`src/rtl/pc_seq_ctrl.sv`:
```
// pc_seq_ctrl: multi-cycle fetch/decode/execute/memory/writeback sequencer for the stack CPU.
// Optional retired-instruction counter is built only when RETIRE_CNT_EN is defined.
module pc_seq_ctrl #(
  parameter int unsigned MEM_WAIT_MAX = 15,
  parameter int unsigned CNT_W        = 16
) (
  input  logic             clk,
  input  logic             reset,
  input  logic             start,
  input  logic [3:0]       opcode,
  input  logic             mem_ready,
  input  logic             zero,
  output logic             PCWrite,
  output logic             BEQCond,
  output logic             BNECond,
  output logic [1:0]       PCSource,
  output logic             IRWrite,
  output logic             mem_rd,
  output logic             mem_wr,
  output logic             reg_write,
  output logic             halted,
  output logic             fault,
  output logic [CNT_W-1:0] instr_count
);

  typedef enum logic [3:0] {
    ST_IDLE   = 4'd0,
    ST_FETCH  = 4'd1,
    ST_DECODE = 4'd2,
    ST_EXEC   = 4'd3,
    ST_MEM    = 4'd4,
    ST_WB     = 4'd5,
    ST_BRANCH = 4'd6,
    ST_HALT   = 4'd7,
    ST_FAULT  = 4'd8
  } state_t;

  localparam logic [3:0] OP_ALU   = 4'h0;
  localparam logic [3:0] OP_LOAD  = 4'h1;
  localparam logic [3:0] OP_STORE = 4'h2;
  localparam logic [3:0] OP_J     = 4'h3;
  localparam logic [3:0] OP_JR    = 4'h4;
  localparam logic [3:0] OP_BEQ   = 4'h5;
  localparam logic [3:0] OP_BNE   = 4'h6;
  localparam logic [3:0] OP_HALT  = 4'hF;

  localparam logic [7:0] WAIT_MAX_C = 8'(MEM_WAIT_MAX);

  state_t     state_r;
  state_t     state_nxt_s;
  logic [3:0] op_r;
  logic [7:0] wait_cnt_r;
  logic       waiting_s;
  logic       wait_hit_s;
  logic       zero_unused_s;

  // Branch qualification with zero is done in the PC subsystem.
  assign zero_unused_s = zero;

  assign waiting_s  = ((state_r == ST_FETCH) || (state_r == ST_MEM)) && !mem_ready;
  assign wait_hit_s = (wait_cnt_r == (WAIT_MAX_C - 8'd1));

  // State register, opcode latch and memory wait counter.
  always_ff @(posedge clk or posedge reset) begin
    if (reset) begin
      state_r    <= ST_IDLE;
      op_r       <= 4'h0;
      wait_cnt_r <= 8'd0;
    end else begin
      state_r <= state_nxt_s;
      if (state_r == ST_DECODE) begin
        op_r <= opcode;
      end
      if (state_nxt_s != state_r) begin
        wait_cnt_r <= 8'd0;
      end else if (waiting_s) begin
        wait_cnt_r <= wait_cnt_r + 8'd1;
      end
    end
  end

  // Next-state decode and Moore outputs (FETCH load strobes gated by mem_ready).
  always_comb begin
    state_nxt_s = state_r;
    PCWrite     = 1'b0;
    BEQCond     = 1'b0;
    BNECond     = 1'b0;
    PCSource    = 2'd0;
    IRWrite     = 1'b0;
    mem_rd      = 1'b0;
    mem_wr      = 1'b0;
    reg_write   = 1'b0;
    halted      = 1'b0;
    fault       = 1'b0;
    case (state_r)
      ST_IDLE: begin
        if (start) state_nxt_s = ST_FETCH;
        else       state_nxt_s = ST_IDLE;
      end
      ST_FETCH: begin
        mem_rd = 1'b1;
        if (mem_ready) begin
          IRWrite     = 1'b1;
          PCWrite     = 1'b1;
          state_nxt_s = ST_DECODE;
        end else if (wait_hit_s) begin
          state_nxt_s = ST_FAULT;
        end else begin
          state_nxt_s = ST_FETCH;
        end
      end
      ST_DECODE: begin
        case (opcode)
          OP_ALU:                        state_nxt_s = ST_EXEC;
          OP_LOAD, OP_STORE:             state_nxt_s = ST_MEM;
          OP_J, OP_JR, OP_BEQ, OP_BNE:   state_nxt_s = ST_BRANCH;
          OP_HALT:                       state_nxt_s = ST_HALT;
          default:                       state_nxt_s = ST_FAULT;
        endcase
      end
      ST_EXEC: state_nxt_s = ST_WB;
      ST_MEM: begin
        mem_rd = (op_r == OP_LOAD);
        mem_wr = (op_r == OP_STORE);
        if (mem_ready) begin
          if (op_r == OP_LOAD) state_nxt_s = ST_WB;
          else                 state_nxt_s = ST_FETCH;
        end else if (wait_hit_s) begin
          state_nxt_s = ST_FAULT;
        end else begin
          state_nxt_s = ST_MEM;
        end
      end
      ST_WB: begin
        reg_write   = 1'b1;
        state_nxt_s = ST_FETCH;
      end
      ST_BRANCH: begin
        case (op_r)
          OP_J:    begin PCWrite = 1'b1; PCSource = 2'd1; end
          OP_JR:   begin PCWrite = 1'b1; PCSource = 2'd2; end
          OP_BEQ:  begin BEQCond = 1'b1; PCSource = 2'd1; end
          OP_BNE:  begin BNECond = 1'b1; PCSource = 2'd1; end
          default: begin PCSource = 2'd0; end
        endcase
        state_nxt_s = ST_FETCH;
      end
      ST_HALT: begin
        halted = 1'b1;
        if (start) state_nxt_s = ST_FETCH;
        else       state_nxt_s = ST_HALT;
      end
      ST_FAULT: begin
        fault = 1'b1;
        if (start) state_nxt_s = ST_FETCH;
        else       state_nxt_s = ST_FAULT;
      end
      default: state_nxt_s = ST_IDLE;
    endcase
  end

`ifdef RETIRE_CNT_EN
  logic [CNT_W-1:0] instr_count_r;
  logic             retire_s;

  assign retire_s = (state_nxt_s == ST_FETCH) &&
                    ((state_r == ST_WB) || (state_r == ST_MEM) || (state_r == ST_BRANCH));

  // Retired-instruction counter; wraps naturally, cleared only by reset.
  always_ff @(posedge clk or posedge reset) begin
    if (reset) begin
      instr_count_r <= {CNT_W{1'b0}};
    end else if (retire_s) begin
      instr_count_r <= instr_count_r + {{(CNT_W-1){1'b0}}, 1'b1};
    end
  end

  assign instr_count = instr_count_r;
`else
  assign instr_count = {CNT_W{1'b0}};
`endif

endmodule
```
`config.mk`:
```
export PLATFORM = sky130hd
export DESIGN_NAME = pc_seq_ctrl
export DESIGN_NICKNAME = d
export VERILOG_FILES = /design/src/rtl/pc_seq_ctrl.sv
export SDC_FILE = /design/constraint.sdc
export NUM_CORES = 1
export LEC_CHECK = 0
export CELL_PAD_IN_SITES_DETAIL_PLACEMENT = 0
export CELL_PAD_IN_SITES_GLOBAL_PLACEMENT = 2
export CORE_MARGIN = 4
export CORE_UTILIZATION = 25
export CTS_CLUSTER_DIAMETER = 60
export DETAILED_ROUTE_END_ITERATION = 8
export GPL_ROUTABILITY_DRIVEN = 0
export PLACE_DENSITY_LB_ADDON = 0.3
export SYNTH_ARGS = -nofsm -noshare
export SYNTH_HDL_FRONTEND = slang
export SYNTH_SLANG_ARGS = --single-unit
```
`constraint.sdc`:
```
create_clock -name clk -period 2 [get_ports clk]
set_input_delay 0.2 -clock clk [delete_from_list [all_inputs] [get_ports clk]]
set_output_delay 0.2 -clock clk [all_outputs]
set_load 0.005 [all_outputs]
```
==> results of run 1 <==
final cells by class:
type / instances / area share, %
Clock buffer: 4 / 2.38
Inverter: 8 / 1.30
Multi-Input combinational cell: 126 / 46.2
Sequential cell: 16 / 17.5
Tap cell: 70 / 3.79
Timing Repair Buffer: 80 / 28.8
path summary, 6_finish.rpt:
path                                  to  cells past startpoint
hold / removal                state_r[0]                      2
setup reg to reg           wait_cnt_r[1]                      8
hold reg to reg            wait_cnt_r[6]                      2
max in group asynchronous     state_r[1]                      2
setup / recovery                  mem_rd                      4
min in group clk                 op_r[0]                      3
registers in the layout, indices dropped and copies added (netlist names):
signal and flops:
op_r 4, state_r 4, wait_cnt_r 8
worst reg2reg max path, cell delays in order (launching register included):
cell	delay [ns]
dfrtp_1	0.38
or4b_4	0.55
nor4_4	0.17
buf_4	0.16
a22o_4	0.14
o221a_4	0.21
o221ai_4	0.15
buf_4	0.17
a211oi_2	0.15
metrics by stage:
| stage | instance area (um2) | TNS, ns |
|---|---|---|
| after floorplan | 1410 | 0 |
| after global placement | 1810 | -4.58 |
| after detailed placement | 1810 | -5.38 |
| after CTS | 2030 | -0.431 |
| after global routing | 2310 | -1.58 |
| final | 2310 | -0.901 |
synth_stat cells (2+ instances only):
library cell	n
inv_1	8
nand2_1	9
xor2_1	5
nor4_1	4
buf_4	17
or3_1	4
nor2_1	17
or4_1	2
a21oi_1	5
buf_2	3
mux2_2	4
or2_2	3
o21ai_0	4
nor3_1	9
ha_1	6
dfrtp_1	16
nor3b_1	3
nand2b_1	6
clkbuf_1	3
nand3_1	3
xnor2_1	4
repair_timing:
action / CTS / global route
cloned: 0 / 0
setup buffers: 12 / 11
resized for setup: 30 / 42
pin swaps: 9 / 14
setup endpoints to repair: 18 / 14
cell families (layout without fill, tap and decap cells):
group | after synthesis | count (layout) | share of synthesized area, %
AOI/OAI and AO/OA | 23 | 23 | 13.3
buffers and inverters | 32 | 92 | 14.5
and+or+nand+nor | 68 | 68 | 27.5
DFF | 16 | 16 | 29.7
adders and majority gates | 6 | 6 | 5.56
other | 1 | 16 | 0.278
xor gates and xnor gates | 9 | 9 | 5.84
muxes | 4 | 4 | 3.34
power by group through the flow:
stage,logic [mW],clock network (mW),registers (mW)
2_1_floorplan,0.829,0,0.482
3_3_place_gp,1.34,0,0.529
3_5_place_dp,1.37,0,0.529
4_1_cts,1.72,0.310,0.507
5_1_grt,2.54,0.325,0.544
6_report,2.38,0.301,0.533
metal layers:
| metal | vias up | global-route usage, % | share of wire [%] |
|---|---|---|---|
| met5 | - | 0 | 0 |
| met4 | 0 | 4.73 | 0.83 |
| met1 | 675 | 15.6 | 43 |
| li1 | 674 | - | - |
| met2 | 38 | 19.1 | 51 |
| met3 | 4 | 1.97 | 4.5 |
placed cells by master, fill, tap and decap left out, types with 5 or more instances in the layout:
master           instances
buf_4                   57
conb_1                  16
nor2_1                  13
dfrtp_1                 13
inv_1                    8
nand2_1                  7
clkdlybuf4s50_1          6
ha_1                     5
==> impl_metrics.tcl, run 1 <==
set metrics [dict create \
    synth_top_area_share_pct 29.7 \
    top_level_ports 36 \
    critPathMaxFanout 2 \
    grt_pass1_wl_um 6180 \
    powerDensity_nw_per_um2 1390 \
    hpwl_um 2820 \
    n_fill_cell 498 \
    dp.cells 277 \
    fin_total_pwr_mw 3.21 \
    outcome "finished with violations" \
    antenna_cells 0 \
    place_ws_ns -0.726 \
    gr-total-overflow 0 \
    path_class "reg2out" \
    grt_pass1_vias 1332 \
    fin_cells 304 \
    synth-seq-cells 16 \
    slowest_delay_ns 0.55 \
    num_vias 1391 \
    clock_latency_ns 0.25 \
    regArea_um2 404 \
    critPathLaunchType "register" \
    synthArstFlopShare_pct 100 \
    fin_util_pct 44.7 \
    ys_types 45 \
    p_switching_mw 1.29 \
    whs_ns 0.332 \
    synth_top_cell_by_area "dfrtp_1" \
    cp_top_family "simple AND/OR/NAND/NOR gates" \
    synthFlopType "dfrtp_1" \
    report.final.hold_viol_count 0 \
    path_cells "or4b_4 -> nor4_4 -> or2_2 -> clkdlybuf4s50_1" \
    post_drt_wl_per_cell_um 13.9 \
    dieArea_um2 6640 \
    holdBufCountCts 0 \
    max_freq_ghz 0.457 \
    cts_inserted_buffers 3 \
    ctsHtreeMaxLevel 1 \
    multi_input_area_um2 1070 \
    area_growth_pct 71.4 \
    cap_violations 0 \
    maxSlewViolCount 0 \
    r2r_setup_slack_ns -0.16 \
    cts_buffer_depth 2 \
    nets 250 \
    antenna_found_initial 0 \
    slew_headroom_pct 56.7 \
    firstDrtPassIters 4 \
    setup_ws_ns -0.189 \
    grt_setup_unrepaired "true" \
    ir_drop_v 0.000478 \
    fin_crit_ns 2.19 \
    start_util_pct 26.1 \
    ys_warn_count 0 \
    ant_nets 0 \
    swShare_pct 40.0 \
    cp-end-kind "primary output" \
    grt_max_degree 17 \
    worst_hold_path_type "in2async" \
    clkSlewWorstSetupHoldPaths_ns 0.07 \
    startpoint "op_r[1]" \
    die_w_um 81.5 \
    layout-drive-gt1-share_pct 49.1 \
    r2r_start "op_r[1]" \
    p_leak_nw 1.10 \
    cts_tree "built" \
    pwr-share-clk_pct 9.4 \
    worstMarginPinSlew_ns 0.648 \
    internal_power_mw 1.93 \
    drt_iter0_drc 41 \
    drcViolationCount 0 \
    critPathBufInv 1 \
    drt-total-wl_um 4230 \
    violations "setup timing" \
    die_y_um 81.5 \
    root_buffer "clkbuf_8" \
    ys_seq_area_share_pct 29.7 \
    slowest_stage "or4b_4" \
    min_period_over_period_pct 109 \
    io_buffer_count 18 \
    combPwrFrac_pct 74.1 \
    synth-edff-count 0 \
    core_area_um2 5170 \
    required_ns 1.80 \
    netlist_instances 159 \
    worstPathArrival_ns 1.99 \
    rows 26 \
    synth_area_um2 1350 \
    grt_use_total_pct 11.8 \
    clock_sinks 16 \
    drt-vias-per-instance 4.58 \
    synth_area_leaders "dfrtp_1 (30%), buf_4 (9.5%), ha_1 (5.6%), nor2_1 (4.7%), nor3_1 (3.3%)" \
    p_seq_share_pct 16.6 \
    finalSetupViolations 8 \
    fin_worst_skew_ns 0.00147 \
    postSynthAreaPerCell_um2 8.49 \
]
(Power assumes the default switching activity.)
==> run 2: changes to the inputs <==
--- a/config.mk
+++ b/config.mk
@@ -12,6 +12,7 @@
 export CTS_CLUSTER_DIAMETER = 60
 export DETAILED_ROUTE_END_ITERATION = 8
 export GPL_ROUTABILITY_DRIVEN = 0
+export GPL_TIMING_DRIVEN = 0
 export PLACE_DENSITY_LB_ADDON = 0.3
 export SYNTH_ARGS = -nofsm -noshare
 export SYNTH_HDL_FRONTEND = slang
==> run 2 against run 1 <==
Compared with the run above:
- the run still ends with setup timing left
- hold slack got worse by 0.0065 ns
- total power decreased by 25%
- clock skew increased by 0.0029 ns
- combinational power decreased by 33%
- sequential power decreased by 3.8%
- routed wire length decreased by 16%
- clock power decreased by 5%
- via count decreased by 7.2%
- flip-flop and latch count unchanged
- clock-buffer cell count unchanged
- register-to-register slack about the same
- first-iteration DRC count increased by 100%
- highest routed layer unchanged
==> impl_metrics.tcl, run 2 (same netlist as run 1, synthesis figures left out) <==
set metrics [dict create \
    outcome "finished with violations" \
    r2r_start "op_r[2]" \
    clock_latency_ns 0.25 \
    r2r_setup_slack_ns -0.17 \
    violations "setup timing" \
    largest_register "wait_cnt_r" \
    cts_buffer_depth 2 \
    die_w_um 81.5 \
    grt_setup_unrepaired "true" \
    largest_reg_flops 8 \
    clkSlewWorstSetupHoldPaths_ns 0.06 \
    drt-total-wl_um 3570 \
    drt-vias-per-instance 4.58 \
    pwr-share-clk_pct 11.9 \
    maxSlewViolCount 0 \
    ir_drop_v 0.000417 \
    p_seq_share_pct 21.4 \
    min_period_over_period_pct 109 \
    root_buffer "clkbuf_8" \
    clock_sinks 16 \
    ctsHtreeMaxLevel 1 \
    top_layer_used "met4" \
    rows 26 \
    combPwrFrac_pct 66.8 \
    antenna_cells 0 \
    top_regs "wait_cnt_r x8, op_r x4, state_r x4" \
    report.final.hold_viol_count 0 \
    grt_max_degree 17 \
    internal_power_mw 1.40 \
    fin_worst_skew_ns 0.00436 \
    worstMarginPinSlew_ns 0.673 \
    grt_pass1_vias 1149 \
    whs_ns 0.326 \
    met2_wirelength_um 1730 \
    wl_met3_um 174 \
    io_buffer_count 17 \
    p_leak_nw 0.937 \
    firstDrtPassIters 4 \
    start_util_pct 26.1 \
    finalSetupViolations 9 \
    setup_ws_ns -0.171 \
    drt_iter0_drc 82 \
    antenna_found_initial 0 \
    area_growth_pct 46.6 \
    drcViolationCount 0 \
    worstPathArrival_ns 2.34 \
    gr-total-overflow 0 \
    slew_headroom_pct 54.8 \
    core_area_um2 5170 \
    hpwl_um 2500 \
    layout-drive-gt1-share_pct 36.8 \
    cts_inserted_buffers 3 \
    nets 228 \
    n_fill_cell 515 \
    cts_tree "built" \
    cap_violations 0 \
    cp-end-kind "register" \
    final_cell_mix "buf_4 (36), nor2_1 (16), conb_1 (16), dfrtp_1 (11), nand2_1 (9)" \
    final_common_cell "buf_4" \
    fin_crit_ns 2.17 \
    worst_hold_path_type "in2async" \
    ant_nets 0 \
    fin_tns_setup_ns -1.24 \
    max_freq_ghz 0.461 \
    critPathMaxFanout 8 \
    post_drt_wl_per_cell_um 12.6 \
    num_vias 1291 \
    p_switching_mw 1.00 \
    path_class "reg2reg" \
    powerDensity_nw_per_um2 1210 \
    die_y_um 81.5 \
    startpoint "op_r[2]" \
    grt_use_total_pct 10.8 \
    swShare_pct 41.8 \
    top_level_ports 36 \
    grt_pass1_wl_um 5480 \
    required_ns 2.17 \
    dieArea_um2 6640 \
    critPathLaunchType "register" \
    drt-met1-wl_um 1610 \
]
-- run 2: cell count changes in the layout (fill, tap and decap cells not counted), sizes merged --
cell,change
buf,-20
dlygate4sd2,+1
dlymetal6s2s,-2
clkdlybuf4s50,+1
clkdlybuf4s15,-2
-- run 2: per-layer routing --
layer / vias to the layer above / track usage, %
li1: 627 / -
met1: 620 / 13.2
met2: 37 / 18.0
met3: 7 / 2.74
met4: 0 / 4.22
met5: - / 0
-- run 2: worst max-delay path: stages (launching register included) --
cell,delay (ns)
dfrtp_2,0.41
or4b_4,0.55
nor4_4,0.31
buf_4,0.16
a22o_4,0.12
o221a_4,0.19
o221ai_4,0.16
a211oi_2,0.18
-- run 2: path summary, 6_finish.rpt --
check                      cells after the start       endpoint
min in group clk                               2        op_r[1]
max in group asynchronous                      2     state_r[1]
min                                            2  wait_cnt_r[7]
max reg2reg                                    7  wait_cnt_r[1]
min reg2reg                                    2  wait_cnt_r[7]
max                                            7  wait_cnt_r[1]
-- run 2: through the flow --
stage	cell area [um2]	util (%)	setup WS (ns)	instances	total power [mW]
4_1_cts	1890	36.5	-0.147	274	2.25
6_report	1980	38.3	-0.171	282	2.40
5_1_grt	1980	38.3	-0.267	282	2.57
3_3_place_gp	1660	32.2	-0.735	261	1.62
3_5_place_dp	1660	32.2	-0.762	261	1.63
2_1_floorplan	1410	-	0.0107	174	1.31
-- run 2: layout make-up --
cell class / instances / area (um2) / share of cell area, %
sequential: 16 / 407 / 20.5
inverter: 8 / 30.0 / 1.52
timing repair buffer: 35 / 293 / 14.8
clock buffer: 4 / 55.1 / 2.78
buffer: 23 / 190 / 9.61
tap: 70 / 87.6 / 4.42
multi-input combinational: 126 / 917 / 46.3
-- run 2: power by group through the flow --
stage / logic, mW / clock network [mW] / registers (mW)
6_report: 1.60 / 0.285 / 0.513
5_1_grt: 1.73 / 0.320 / 0.517
4_1_cts: 1.45 / 0.303 / 0.500
3_5_place_dp: 1.12 / 0 / 0.519
3_3_place_gp: 1.11 / 0 / 0.514
2_1_floorplan: 0.829 / 0 / 0.482
-- run 2: what timing repair did --
| action | 4_1_cts | 5_1_grt |
|---|---|---|
| setup buffers | 10 | 8 |
| hold buffers | 0 | 0 |
| resized for setup | 42 | 12 |
| endpoints found under the setup margin | 18 | 15 |
| pin swaps | 12 | 5 |
==> run 3: changes to the inputs <==
--- a/config.mk
+++ b/config.mk
@@ -13,7 +13,7 @@
 export DETAILED_ROUTE_END_ITERATION = 8
 export GPL_ROUTABILITY_DRIVEN = 0
 export GPL_TIMING_DRIVEN = 0
-export PLACE_DENSITY_LB_ADDON = 0.3
+export PLACE_DENSITY = 0.72
 export SYNTH_ARGS = -nofsm -noshare
 export SYNTH_HDL_FRONTEND = slang
 export SYNTH_SLANG_ARGS = --single-unit
==> constraint.sdc (replaced) <==
create_clock -name clk -period 1.95 [get_ports clk]
set_input_delay 0.195 -clock clk [delete_from_list [all_inputs] [get_ports clk]]
set_output_delay 0.195 -clock clk [all_outputs]
set_load 0.005 [all_outputs]
==> run 3 against run 2 <==
Compared with the run above:
- the run still ends with setup timing left
- first-iteration DRC count fell by 32%
- die area did not move
- largest power group unchanged
- clock skew fell by 0.0019 ns
- critical path depth did not move
- cell count rose by 4.3%
- clock-buffer cell count did not move
- flip-flop and latch count did not move
- critical endpoint unchanged
==> impl_metrics.tcl, run 3 (same netlist as run 1, synthesis figures left out) <==
set metrics [dict create \
    clock_sinks 16 \
    firstDrtPassIters 4 \
    r2r-end "wait_cnt_r[1]" \
    io_buffer_count 17 \
    fin_cells 294 \
    final_area_um2 2200 \
    violations "setup timing" \
    r2r_setup_slack_ns -0.13 \
    root_buffer "clkbuf_8" \
    powerDensity_nw_per_um2 1340 \
    worstMarginPinSlew_ns 0.622 \
    worstRegToRegCells 7 \
    max_freq_ghz 0.482 \
    swShare_pct 40.4 \
    internal_power_mw 1.75 \
    clkSlewWorstSetupHoldPaths_ns 0.07 \
    holdBufCountCts 0 \
    die_w_um 81.5 \
    num_vias 1286 \
    cp-endpoint "wait_cnt_r[1]" \
    dp.cells 261 \
    grt_use_total_pct 11.3 \
    grt_max_degree 17 \
    critPathLaunchType "register" \
    drcViolationCount 0 \
    ant_nets 0 \
    maxSlewViolCount 0 \
    cts_tree "built" \
    fin_tns_setup_ns -0.759 \
    fin_total_pwr_mw 2.94 \
    min_from "opcode[1]" \
    gr-total-overflow 0 \
    cts_inserted_buffers 3 \
    post_drt_wl_per_cell_um 12.9 \
    grt_setup_unrepaired "true" \
    p_seq_share_pct 17.6 \
    pwr-share-clk_pct 10.2 \
    cts_buffer_depth 2 \
    fin_worst_skew_ns 0.00250 \
    die_y_um 81.5 \
    top_regs "wait_cnt_r x8, op_r x4, state_r x4" \
    start_util_pct 26.1 \
    critPathMaxFanout 8 \
    largest_reg_flops 8 \
    clock_latency_ns 0.25 \
    worstPathArrival_ns 2.25 \
    drt-total-wl_um 3790 \
    dpl_cell_area_um2 1680 \
    p_switching_mw 1.19 \
    antenna_cells 0 \
    antenna_found_initial 0 \
    ir_drop_v 0.000475 \
    dieArea_um2 6640 \
    p_leak_nw 1.03 \
    combPwrFrac_pct 72.2 \
    rows 26 \
    fin_crit_ns 2.08 \
    startpoint "op_r[1]" \
    area_growth_pct 62.9 \
    path_class "reg2reg" \
    outcome "finished with violations" \
    drt_iter0_drc 56 \
    layout-drive-gt1-share_pct 48.2 \
    slew_headroom_pct 58.5 \
    min_period_over_period_pct 106 \
    nets 240 \
    hpwl_um 2470 \
    final_cell_mix "buf_4 (43), nor2_1 (16), conb_1 (16), dfrtp_1 (11)" \
    worst_hold_path_type "in2reg" \
    finalSetupViolations 9 \
    core_area_um2 5170 \
    ctsHtreeMaxLevel 1 \
    report.final.hold_viol_count 0 \
    grt_pass1_wl_um 5910 \
    final_common_cell "buf_4" \
    setup_ws_ns -0.127 \
    drt-vias-per-instance 4.37 \
    required_ns 2.12 \
    largest_register "wait_cnt_r" \
    cap_violations 0 \
    top_level_ports 36 \
    r2r_start "op_r[1]" \
    cp-end-kind "register" \
    grt_pass1_vias 1302 \
]
-- run 3: cell types whose count changed in the layout (fill, tap and decap cells not counted), sizes merged --
| cell | previous run | this run |
|---|---|---|
| buf | 42 | 54 |
| clkbuf | 6 | 10 |
| clkdlybuf4s50 | 7 | 4 |
| dlygate4sd2 | 5 | 4 |
-- run 3: repair_timing --
item | CTS | global route
cloned | 0 | 1
setup endpoints to repair | 18 | 16
resized for setup | 52 | 38
pin swaps | 15 | 14
buffers inserted | 20 | 11
-- run 3: cell type report --
class | instances | area (um2)
well taps | 70 | 87.6
repair buffers | 47 | 398
inverters | 8 | 30.0
flip-flops and latches | 16 | 407
fillers | 507 | 2970
clock buffers | 4 | 55.1
plain buffers | 23 | 201
multi-input cells | 126 | 1020
-- run 3: per-stage QoR --
| step | setup WS [ns] | utilization, % | hold slack [ns] |
|---|---|---|---|
| 2_1_floorplan | -0.0346 | - | 0.109 |
| 3_3_place_gp | -0.679 | 32.4 | 0.523 |
| 3_5_place_dp | -0.739 | 32.4 | 0.529 |
| 4_1_cts | -0.239 | 38.7 | 0.329 |
| 5_1_grt | -0.213 | 42.5 | 0.250 |
| 6_report | -0.127 | 42.5 | 0.234 |
-- run 3: how the worst min path moves through the flow --
stage,to,cells past startpoint
after floorplan,op_r[0],1
after global placement,wait_cnt_r[7],2
after detailed placement,wait_cnt_r[7],2
after CTS,wait_cnt_r[6],2
after global routing,op_r[0],2
final,op_r[1],2
-- run 3: power groups by stage --
stage	clock network, mW	registers [mW]	logic [mW]
detailed placement	0	0.522	1.19
finish	0.300	0.518	2.12
floorplan	0	0.494	0.901
global route	0.321	0.530	2.29
global placement	0	0.518	1.16
CTS	0.309	0.517	1.71
-- run 3: per-layer routing --
| layer | global-route usage (%) | vias up | routed length (um) |
|---|---|---|---|
| li1 | - | 654 | - |
| met1 | 14.5 | 593 | 1700 |
| met2 | 18.6 | 31 | 1840 |
| met3 | 0.658 | 8 | 158 |
| met4 | 6.59 | 0 | 92 |
| met5 | 0 | - | 0 |
-- run 3: critical path: stages (launching register included) --
cell      delay (ns)
dfrtp_2         0.41
or4b_4          0.55
nor4_4          0.18
buf_4           0.16
a22o_4          0.13
o221a_4         0.21
o221ai_4        0.17
a211oi_2        0.18
